**config.mk**
```make
export PLATFORM = sky130hd
export DESIGN_NAME = wb_write_arbiter
export DESIGN_NICKNAME = d
export VERILOG_FILES = /design/src/rtl/wb_write_arbiter.sv
export SDC_FILE = /design/constraint.sdc
export NUM_CORES = 1
export LEC_CHECK = 0
export CAP_MARGIN = 10
export CORE_MARGIN = 5
export CORE_UTILIZATION = 57
export DETAILED_ROUTE_END_ITERATION = 6
export DONT_BUFFER_PORTS = 1
export PLACE_DENSITY = 0.79
export SYNTH_ARGS = -nofsm -noshare
export SYNTH_HDL_FRONTEND = slang
export SYNTH_SLANG_ARGS = --single-unit
```
**constraint.sdc**
```tcl
create_clock -name clk -period 2 [get_ports clk]
set_input_delay 0.3 -clock clk [delete_from_list [all_inputs] [get_ports clk]]
set_output_delay 0.3 -clock clk [all_outputs]
set_load 0.02 [all_outputs]
```
**src/rtl/wb_write_arbiter.sv**
```systemverilog
// wb_write_arbiter: merges the MEM/WB pipeline write and buffered long-latency
// results onto the single regfile write port, and exports a pending-write mask.
// Ports: clk, rst (sync, active-high); wb_wreg_i/wb_wd_i/wb_wdata_i pipeline write;
// lu_valid_i/lu_wd_i/lu_wdata_i/lu_ready_o long-latency handshake;
// we_o/waddr_o/wdata_o regfile write port; busy_o pending-write mask;
// stallreq_o FIFO full.
// Optional macro WB_LU_BYPASS_EN: a long-latency result that finds the FIFO
// empty and the pipeline idle is written straight through in the same cycle.
module wb_write_arbiter #(
  parameter int DEPTH = 4,
  parameter int PTR_W = 2
) (
  input  logic        clk,
  input  logic        rst,
  input  logic        wb_wreg_i,
  input  logic [4:0]  wb_wd_i,
  input  logic [31:0] wb_wdata_i,
  input  logic        lu_valid_i,
  input  logic [4:0]  lu_wd_i,
  input  logic [31:0] lu_wdata_i,
  output logic        lu_ready_o,
  output logic        we_o,
  output logic [4:0]  waddr_o,
  output logic [31:0] wdata_o,
  output logic [31:0] busy_o,
  output logic        stallreq_o
);
  localparam logic [PTR_W:0] FULL = (PTR_W+1)'(DEPTH);
  logic [4:0]       addr_q [DEPTH];
  logic [31:0]      data_q [DEPTH];
  logic [DEPTH-1:0] vld_q, vld_d;
  logic [PTR_W-1:0] rd_ptr_q, wr_ptr_q;
  logic [PTR_W:0]   count_q, count_d;
  logic             pipe_v, empty, byp, push, pop;
  logic [31:0]      busy;

  assign pipe_v     = wb_wreg_i && (wb_wd_i != 5'd0);
  assign empty      = count_q == '0;
  assign lu_ready_o = (count_q != FULL) && !rst;
  assign stallreq_o = (count_q == FULL) && !rst;
`ifdef WB_LU_BYPASS_EN
  assign byp = empty && !pipe_v && lu_valid_i && (lu_wd_i != 5'd0) && !rst;
`else
  assign byp = 1'b0;
`endif
  // r0 results are accepted (handshake completes) but never stored
  assign push    = lu_valid_i && lu_ready_o && (lu_wd_i != 5'd0) && !byp;
  assign pop     = !rst && !pipe_v && !empty;
  assign count_d = count_q + (PTR_W+1)'(push) - (PTR_W+1)'(pop);

  // pipeline has priority; FIFO drains only into idle write-port cycles
  always_comb begin
    we_o    = !rst && (pipe_v || !empty || byp);
    waddr_o = rst ? 5'd0 : pipe_v ? wb_wd_i : !empty ? addr_q[rd_ptr_q] : byp ? lu_wd_i : 5'd0;
    wdata_o = rst ? 32'd0 : pipe_v ? wb_wdata_i : !empty ? data_q[rd_ptr_q] : byp ? lu_wdata_i : 32'd0;
  end

  // push and pop never target the same slot: that would need count==DEPTH
  always_comb begin
    vld_d = vld_q;
    if (pop) vld_d[rd_ptr_q] = 1'b0;
    if (push) vld_d[wr_ptr_q] = 1'b1;
  end

  // OR of every live entry's one-hot destination, so duplicates stay busy
  always_comb begin
    busy = '0;
    for (int i = 0; i < DEPTH; i++)
      if (vld_q[i]) busy[addr_q[i]] = 1'b1;
  end
  assign busy_o = rst ? 32'd0 : busy;

  always_ff @(posedge clk) begin
    if (rst) begin
      vld_q    <= '0;
      rd_ptr_q <= '0;
      wr_ptr_q <= '0;
      count_q  <= '0;
    end else begin
      vld_q    <= vld_d;
      count_q  <= count_d;
      if (push) wr_ptr_q <= wr_ptr_q + 1'b1;
      if (pop) rd_ptr_q <= rd_ptr_q + 1'b1;
    end
  end

  always_ff @(posedge clk) begin
    if (push) begin
      addr_q[wr_ptr_q] <= lu_wd_i;
      data_q[wr_ptr_q] <= lu_wdata_i;
    end
  end
endmodule

```
==> reports/metrics.yaml <==
status: "finished, violations left"
violations: "negative setup slack"
first_pass_iters: 5
core-area_um2: 13100
syn_area_per_cell_um2: 14.8
wire_per_inst_um: 32.1
area_growth_syn_to_layout_pct: 41.3
rsz0062_at_grt: "true"
startpoint_type: "flip-flop"
dp_cells: 719
clk_pin_slew_worst_paths_ns: 0.07
period_share: 1.10
fillers: 623
overflow: 0
hp-class: "input pin to flip-flop"
worst_ep_required_time_ns: 1.70
hold_viol: 0
drc: 0
stdcell_count: 845
cp_top_family: "buffers and inverters"
maxSlewViolCount: 0
grt_pass1_vias: 5808
worstPathMaxFanout: 4
clk_latency_ns: 0.43
port_buffers: 0
worstSetupPathType: "flip-flop to output pin"
fin_worst_skew_ns: 0.0143
layout.nets: 744
io_pins: 150
drive_above_1_share: 0.520
p_total_mw: 9.70
grt_first_pass_wirelength_um: 36800
die_area_um2: 15800
cts_htree_levels: 4
syn-num-nets: 602
syn_area_um2: 7610
cts_tree: "done"
tightest_slew_ns: 0.956
dpl.hpwl_um: 13100
layout_commonest_cell: "edfxtp_1"
setup_viol: 136
critPathArrivalTime_ns: 1.90
synth-edff-count: 148
worst_setup_path_end_kind: "output pin"
yosysUniqueCellTypes: 48
yosysSeqAreaShare: 0.619
yosys_warnings: 0
root_buffer: "clkbuf_16"
antenna_found_initial: 0
crit_top_cell: "buf_6"
ant_nets: 0
antenna_cells: 0
synthCells: 514
rows: 42
p_leak_nw: 3.65
start_util: 0.579
numCtsBuffers: 17
viasPerCell: 7.11
grt_use_total: 0.311
die_h_um: 126
drt-initial-drc-count: 1006
fin_hold_ws_ns: 0.0649
grt_max_degree: 46
ys_ff_latch: 161
power.density_nw_per_um2: 903
drt-total-wl_um: 27100
vdd_drop_max_v: 0.00100
clkSinkCount: 161
slowest_delay_ns: 0.47
dp_worst_setup_slack_ns: -0.0841
worst_path_max_delay_cell: "edfxtp_1"
place_congestion: 0.953
maxCapViolCount: 0
vias: 6010
clk_path_buf_depth: 2
ys.flop_type: "edfxtp_1"
clock.fmax_mhz: 454
fin_crit_ns: 2.20
fin_tns_setup_ns: -12.04
slew-limit-headroom: 0.361
fp.dieW_um: 126
synth-async-reset-ratio: 0
mostFrequentLayoutCells: "edfxtp_1 (148), buf_4 (72), dlygate4sd3_1 (38)"
crit_buf_inv: 3
worst_slack_ns: -0.203
crit_chain: "buf_6 > nor3b_4 > buf_4 > a22oi_2 > a21oi_2 > buf_6"
## layer usage
metal / share of wire / global-route usage
met5: 0 / 0
met4: 0.046 / 0.112
met3: 0.10 / 0.0768
met2: 0.51 / 0.534
met1: 0.34 / 0.383
## worst paths after layout
path	from	to	slack [ns]	cells past startpoint
hold / removal	lu_valid_i	wr_ptr_q[1]$_SDFFE_PP0P_	0.06	2
setup / recovery	addr_q[0][2]$_DFFE_PP_	busy_o[18]	-0.20	6
hold reg to reg	wr_ptr_q[0]$_SDFFE_PP0P_	wr_ptr_q[0]$_SDFFE_PP0P_	0.62	2
setup reg to reg	count_q[0]$_SDFF_PP0_	count_q[1]$_SDFF_PP0_	-0.17	8
## synth_stat cells (2+ instances only)
cell      number  area, um2
and3b_1        7       61.3
a31oi_1        3       18.8
nand3b_1       5       37.5
a221oi_1       2       17.5
nor3b_1       17        128
nor3_1         5       25.0
nand4_1        3       18.8
mux4_2        37        833
nand3_1        5       25.0
dfxtp_1       13        260
or3b_1         2       17.5
nand2_1       11       41.3
xnor2_1        3       26.3
or2_1          4       25.0
nor2_1        29        109
nand2b_1       7       43.8
buf_4          3       22.5
nor2b_1        4       25.0
a21oi_1       41        205
clkbuf_1      27        101
inv_1          5       18.8
buf_2          7       35.0
buf_6          3       33.8
and3_1        10       62.6
edfxtp_1     148       4440
a22oi_1       48        360
ha_1           9        113
a22o_1        36        315
## final cells by class
cell class / count / area, um2 / area share
Multi-Input combinational cell: 308 / 3590 / 0.334
Sequential cell: 161 / 4720 / 0.440
Inverter: 5 / 18.8 / 0.00175
Timing Repair Buffer: 163 / 1640 / 0.153
Clock inverter: 14 / 128 / 0.0119
Clock buffer: 18 / 429 / 0.0399
Tap cell: 176 / 220 / 0.0205
## per-stage QoR
step                      instance area, um2  utilization
after floorplan                         7610            -
after global placement                  8300        0.632
after detailed placement                8300        0.632
after CTS                              10000        0.765
after global routing                   10700        0.818
final                                  10700        0.818
## where the power goes
| group | switching (mW) | internal (mW) |
|---|---|---|
| registers | 0.200 | 3.95 |
| logic | 1.23 | 1.16 |
| clock network | 1.43 | 1.73 |
## what timing repair did
action	CTS	global route
pin swaps	33	62
setup buffers	39	15
endpoints found under the hold margin	156	0
setup endpoints to repair	71	71
resized for setup	114	137
cloned	2	2
hold buffers	38	0
## flip-flops by register name (all words and copies together), names as in the netlist, named ones only
register	count
wr_ptr_q	2
rd_ptr_q	2
vld_q	4
count_q	3
data_q	128
addr_q	20
## cell families after synthesis
group,Yosys count,synth area share
AO/OA/AOI/OAI,139,0.130
buffers and inverters,46,0.0283
adder cells (fa/ha/maj),10,0.0174
flip-flops,161,0.619
AND/OR/NAND/NOR,116,0.0900
multiplexers,38,0.111
XOR/XNOR,4,0.00461
No activity file was read; power rests on OpenSTA's default activity.
